File: src/rtl/prog_down_counter.sv
// Programmable WIDTH-bit counter with manual load/divide/step operations and
// a prescaled countdown timer mode with optional auto-reload.
// Status outputs (count, flags, running) are read-only views of internal state.
module prog_down_counter #(
    parameter int WIDTH     = 8,
    parameter int STEP_W    = 4,
    parameter int DIV_SHIFT = 1,
    parameter int PRESCALE  = 4,
    parameter int WRAP      = 0
) (
    input  logic             clk,
    input  logic             reset,
    input  logic             latch,
    input  logic [WIDTH-1:0] in,
    input  logic             div,
    input  logic             dec,
    input  logic             inc,
    input  logic [STEP_W-1:0] step,
    input  logic             start,
    input  logic             stop,
    input  logic             auto_reload,
    output logic [WIDTH-1:0] count,
    output logic             zero,
    output logic             zero_pulse,
    output logic             underflow,
    output logic             overflow,
    output logic             running
);

    // Prescaler needs at least one bit even when PRESCALE == 1 (tick every cycle).
    localparam int PW = (PRESCALE > 1) ? $clog2(PRESCALE) : 1;
    localparam int W1 = WIDTH + 1;
    localparam logic [PW-1:0] PRESC_LAST = PW'(PRESCALE - 1);

    typedef enum logic {
        IDLE = 1'b0,
        RUN  = 1'b1
    } state_t;

    state_t          state_q, state_d;
    logic [WIDTH-1:0] count_q, count_d;
    logic [WIDTH-1:0] reload_q, reload_d;
    logic [PW-1:0]   presc_q, presc_d;
    logic            underflow_q, underflow_d;
    logic            overflow_q, overflow_d;
    // Previous-cycle zero flag; resets to 1 so reset release never pulses.
    logic            zero_prev_q;

    logic [W1-1:0]   step_ext;
    logic [W1-1:0]   diff;
    logic [W1-1:0]   sum;
    logic            tick;

    // Arithmetic is done one bit wider so the top bit flags borrow/carry.
    always_comb begin
        step_ext = W1'(step);
        diff     = {1'b0, count_q} - step_ext;
        sum      = {1'b0, count_q} + step_ext;
        tick     = (state_q == RUN) && (presc_q == PRESC_LAST);
    end

    // Next-state logic: prescaler, manual ops (latch > div > dec > inc), timer tick, FSM.
    always_comb begin
        state_d     = state_q;
        count_d     = count_q;
        reload_d    = reload_q;
        presc_d     = presc_q;
        underflow_d = 1'b0;
        overflow_d  = 1'b0;

        // Prescaler free-runs in RUN even when a manual op steals the tick.
        if (state_q == RUN) begin
            presc_d = (presc_q == PRESC_LAST) ? '0 : presc_q + PW'(1);
        end

        if (latch) begin
            count_d  = in;
            reload_d = in;
        end else if (div) begin
            count_d = count_q >> DIV_SHIFT;
        end else if (dec) begin
            if (step != '0) begin
                if (diff[WIDTH]) begin
                    underflow_d = 1'b1;
                    count_d     = (WRAP != 0) ? diff[WIDTH-1:0] : '0;
                end else begin
                    count_d = diff[WIDTH-1:0];
                end
            end
        end else if (inc) begin
            if (step != '0) begin
                if (sum[WIDTH]) begin
                    overflow_d = 1'b1;
                    count_d    = (WRAP != 0) ? sum[WIDTH-1:0] : '1;
                end else begin
                    count_d = sum[WIDTH-1:0];
                end
            end
        end else if (tick && !stop) begin
            // Timer tick: count down, reload or fall back to IDLE at the bottom.
            if (count_q > WIDTH'(1)) begin
                count_d = count_q - WIDTH'(1);
            end else if (count_q == WIDTH'(1)) begin
                count_d = '0;
                if (!auto_reload) begin
                    state_d = IDLE;
                end
            end else begin
                if (auto_reload && (reload_q != '0)) begin
                    count_d = reload_q;
                end else begin
                    state_d = IDLE;
                end
            end
        end

        case (state_q)
            IDLE: begin
                // Nothing to count down from: refuse to start.
                if (start && !stop && !((count_q == '0) && (reload_q == '0))) begin
                    state_d = RUN;
                    presc_d = '0;
                end
            end
            RUN: begin
                if (stop) begin
                    state_d = IDLE;
                end
            end
            default: state_d = IDLE;
        endcase
    end

    // State registers with asynchronous reset.
    always_ff @(posedge clk or posedge reset) begin
        if (reset) begin
            state_q     <= IDLE;
            count_q     <= '0;
            reload_q    <= '0;
            presc_q     <= '0;
            underflow_q <= 1'b0;
            overflow_q  <= 1'b0;
            zero_prev_q <= 1'b1;
        end else begin
            state_q     <= state_d;
            count_q     <= count_d;
            reload_q    <= reload_d;
            presc_q     <= presc_d;
            underflow_q <= underflow_d;
            overflow_q  <= overflow_d;
            zero_prev_q <= zero;
        end
    end

    // Status outputs.
    always_comb begin
        count      = count_q;
        zero       = (count_q == '0);
        zero_pulse = zero & ~zero_prev_q & ~reset;
        underflow  = underflow_q;
        overflow   = overflow_q;
        running    = (state_q == RUN);
    end

endmodule

File: config.mk
export PLATFORM = sky130hd
export DESIGN_NAME = prog_down_counter
export DESIGN_NICKNAME = d
export VERILOG_FILES = /design/src/rtl/prog_down_counter.sv
export SDC_FILE = /design/constraint.sdc
export NUM_CORES = 1
export LEC_CHECK = 0
export BUFFER_PORTS_ARGS = -buffer_cell sky130_fd_sc_hd__buf_2
export CAP_MARGIN = 10
export CORE_MARGIN = 2
export CORE_UTILIZATION = 39
export CTS_BUF_LIST = sky130_fd_sc_hd__clkbuf_8
export DETAILED_ROUTE_END_ITERATION = 12
export PLACE_DENSITY = 0.64
export REMOVE_ABC_BUFFERS = 1
export SLEW_MARGIN = 20
export SYNTH_ARGS = -nofsm -noshare
export SYNTH_HDL_FRONTEND = slang
export SYNTH_SLANG_ARGS = --single-unit
File: constraint.sdc
create_clock -name clk -period 6.95 [get_ports clk]
set_input_delay 1.7375 -clock clk [delete_from_list [all_inputs] [get_ports clk]]
set_output_delay 1.7375 -clock clk [all_outputs]
set_load 0.005 [all_outputs]
=== After elaboration in Yosys (flattened, before gate mapping) ===
Index checks and enable logic that the tools add are counted.
Widths: inputs -> output; s select.

* Register bits: 22
* Input port bits: 21
* Output and inout bits: 13

* Add/subtract/negate cells: 4
* Order comparisons: 1
* Equality and inequality tests: 4
* Mux-type cells: 39
* Bitwise gates (word level): 5
* Reduce and logical (&&, ||, !) cells: 15

{| class="wikitable"
|+ Operators with widths
! kind !! number
|-
| $mux 8 || 12
|-
| $mux 1 || 22
|-
| $logic_not 8->1 || 2
|-
| $add 8x4->9 || 1
|-
| $sub 8x4->9 || 1
|-
| $eq 8x1->1 const B || 1
|-
| $gt 8x1->1 const B || 1
|-
| $mux 2 || 4
|-
| $ne 4x3->1 const B || 2
|-
| $reduce_bool 8->1 || 1
|-
| $sub 8x1->8 const B || 1
|-
| $reduce_bool 7->1 || 1
|-
| $logic_and 1x1->1 || 6
|-
| $reduce_bool 5->1 || 1
|-
| $reduce_and 4->1 || 1
|-
| $reduce_bool 4->1 || 1
|-
| $not 1->1 || 3
|-
| $add 2x1->2 const B || 1
|-
| $and 1x1->1 || 2
|-
| $eq 2x2->1 const B || 1
|-
| $logic_not 1->1 || 2
|-
| $pmux 1 s2 || 1
|}

=== Longest topological paths before layout ===
* Depth after elaboration: 12
* Depth in mapped cells: 10

=== Least setup slack after synthesis ===
OpenSTA, ideal clock, no wires.

* Kind: input to output
* From: in reset
* To: out zero_pulse
* Arrival time: 2,034 ps
* Setup slack: 3,179 ps
* Stages on the path: 1
* Buffers on the path: 0
* Path through: nor4_1

* Longest elaborated chain between the ends: 2

{| class="wikitable"
|+ Ends and longest elaborated chain
! element !! RTL line !! source
|-
| start, declared || 12 || <nowiki>input logic reset,</nowiki>
|-
| $not 1->1 || 159 || <nowiki>zero_pulse = zero & ~zero_prev_q & ~reset;</nowiki>
|-
| $and 1x1->1 || 159 ||
|-
| end, declared || 24 || <nowiki>output logic zero_pulse,</nowiki>
|}

Every way passes these cells.

=== Worst setup path in the final report ===
Ends and elaborated chain as after synthesis.

==> impl_metrics.json <==
{
  "status": "complete, no violations",
  "drive_above_1_share_pct": 16.73,
  "io_buffer_count": 33,
  "clk-insertion-delay-late_ns": 0.26,
  "grt_pass1_wl_mm": 8.659,
  "design_area_mm2": 0.002222,
  "grt_pass1_vias": 1698,
  "tightestPinTransition_ns": 0.8564,
  "top_usage_layer": "met2",
  "cts.path.max_buffers": 2,
  "drt_iter0_drc": 231,
  "critPathMaxFanout": 2,
  "period_needed_ns": 3.949,
  "nFillCells": 540,
  "powerDensity_mw_per_mm2": 194.1,
  "maxCapViolations": 0,
  "start_util_pct": 39.74,
  "cts_root_buf": "clkbuf_8",
  "totalWireLength_mm": 5.378,
  "vdd_ir_drop_max_mv": 0.1159,
  "cp.arrival_ns": 2.21,
  "p_leak_nw": 0.9558,
  "netlist_top_cells_area": "dfrtp_1, ha_1, o21ai_0",
  "place_area_mm2": 0.002177,
  "viasPerCell": 5.796,
  "numCtsBuffers": 3,
  "tns_ns": 0,
  "fin_util_pct": 44.36,
  "synth-seq-cells": 22,
  "grt_setup_unrepaired": "no",
  "cp-start-kind": "primary input",
  "n_antenna_cell": 0,
  "cp-end-kind": "output port",
  "core_mm2": 0.005010,
  "vias": 1965,
  "area_growth_pct": 11.63,
  "critPathKind": "primary input to output port",
  "grt_max_degree": 26,
  "fin_cells": 339,
  "yosys.area.top_type": "dfrtp_1",
  "synth_common_cells": "dfrtp_1, nor2_1, inv_1",
  "hold_viol": 0,
  "fin_crit_sh_pct": 56.82,
  "die_h_um": 75.45,
  "cts_tree": "yes",
  "drc_errors": 0,
  "synth_cell_types": 53,
  "setup_viol": 0,
  "synth.top_cell.area_share_pct": 26.40,
  "wl_per_cell_um": 15.86,
  "dieArea_mm2": 0.005692,
  "drv_slew": 0,
  "netlist_instances": 249,
  "row_count": 26,
  "die_x_um": 75.45,
  "maxSlewHeadroom_pct": 42.84,
  "clk_pin_slew_ns": 0.08,
  "cp.required_ns": 5.21,
  "async_flop_share_pct": 100.0,
  "fin_nets": 304,
  "yosysMostFrequentCell": "dfrtp_1",
  "synth_edf_count": 0,
  "h-tree-depth": 1,
  "grt_use_met2_pct": 30.14,
  "hold_buffers": 0,
  "ant_nets": 0,
  "io_pins": 34,
  "fmax_mhz": 253.2,
  "grt_util_all_layers_pct": 19.99,
  "place.gp.congestion": 0.7984,
  "synth_area_per_cell_um2": 7.995,
  "synth_ff_type": "dfrtp_1",
  "ys_warn_count": 0,
  "cts_resized": 0,
  "grt_use_met1_pct": 30.00,
  "gr-total-overflow": 0,
  "first_pass_iters": 4,
  "min_path_type": "flop to flop",
  "ys_seq_area_share_pct": 27.72,
  "synth_area_mm2": 0.001991,
  "cts_sinks": 22,
  "dp_hpwl_mm": 4.068,
  "worst_clock_skew_ns": 0.001041,
  "use_met3_pct": 3.968,
  "post_cts_buffers": 0,
  "antenna_found_initial": 0,
  "place_inst": 335
}
cells in the final DEF, fill, tap and decap left out, types with 6 or more instances in the layout:
master,synthesis,routed
dfrtp_1,21,21
inv_1,18,19
buf_2,2,33
a21oi_1,16,16
nand2_1,15,15
a31oi_1,7,7
nor2_1,19,19
o211ai_1,6,6
o21ai_0,17,17
nor3_1,10,10
a211oi_1,6,6
nand2b_1,6,6
ha_1,11,11
metrics by stage:
step / power (mW) / setup WS, ns / hold slack, ns
after floorplan: 0.2924 / 3.179 / 0.4903
after global placement: 0.3516 / 2.997 / 0.5138
after detailed placement: 0.3525 / 2.994 / 0.5289
after CTS: 0.4361 / 2.994 / 0.5475
after global routing: 0.4672 / 2.906 / 0.5661
final: 0.4314 / 3.001 / 0.5366
final cells by class:
class / instances / area, um2 / share of cell area [%]
clock buffers: 3 / 41.29 / 1.858
clock inverters: 1 / 3.754 / 0.1689
inverters: 18 / 67.56 / 3.041
multi-input cells: 192 / 1305 / 58.73
flip-flops and latches: 22 / 551.8 / 24.83
well taps: 70 / 87.58 / 3.941
repair buffers: 33 / 165.2 / 7.432
sequential cells by signal (all words and copies together) (netlist names):
| name | flops |
|---|---|
| count | 8 |
| overflow | 1 |
| presc_q | 2 |
| reload_q | 8 |
| running | 1 |
| underflow | 1 |
| zero_prev_q | 1 |
final timing paths:
path	end	depth (start not counted)	from	slack, ns
worst min register to register	presc_q[1]$_DFF_PP0_	2	presc_q[1]$_DFF_PP0_	0.54
worst max-delay path	zero_pulse	3	reset	3.00
min in group asynchronous	reload_q[7]$_DFFE_PP0P_	2	reset	1.65
worst min-delay path	presc_q[1]$_DFF_PP0_	2	presc_q[1]$_DFF_PP0_	0.54
max in group asynchronous	reload_q[4]$_DFFE_PP0P_	2	reset	4.78
worst max register to register	count[1]$_DFFE_PP0P_	8	count[1]$_DFFE_PP0P_	4.02
worst max-delay path, cell delays in order:
cell,delay [ns]
buf_2,0.10
nor4_1,0.22
buf_2,0.15
power by group:
group	total (mW)	internal [mW]	switching, mW
Clock	0.0810	0.0395	0.0416
Combinational	0.171	0.0762	0.0948
Sequential	0.179	0.145	0.0340
Total	0.431	0.261	0.170
cells by family after synthesis:
| logic type | synth area share [%] |
|---|---|
| AOI/OAI and AO/OA | 26.97 |
| xor gates and xnor gates | 2.200 |
| adders and majority gates | 8.925 |
| buffers and inverters | 6.725 |
| DFF | 27.72 |
| muxes | 4.777 |
| and+or+nand+nor | 22.69 |
per-layer routing:
metal / vias to the layer above / part of all wire, %
met4: 0 / 0.95
met3: 6 / 5.6
met1: 932 / 48
met2: 64 / 46
met5: - / 0
li1: 963 / -
Power figures use the tool's default switching activity.
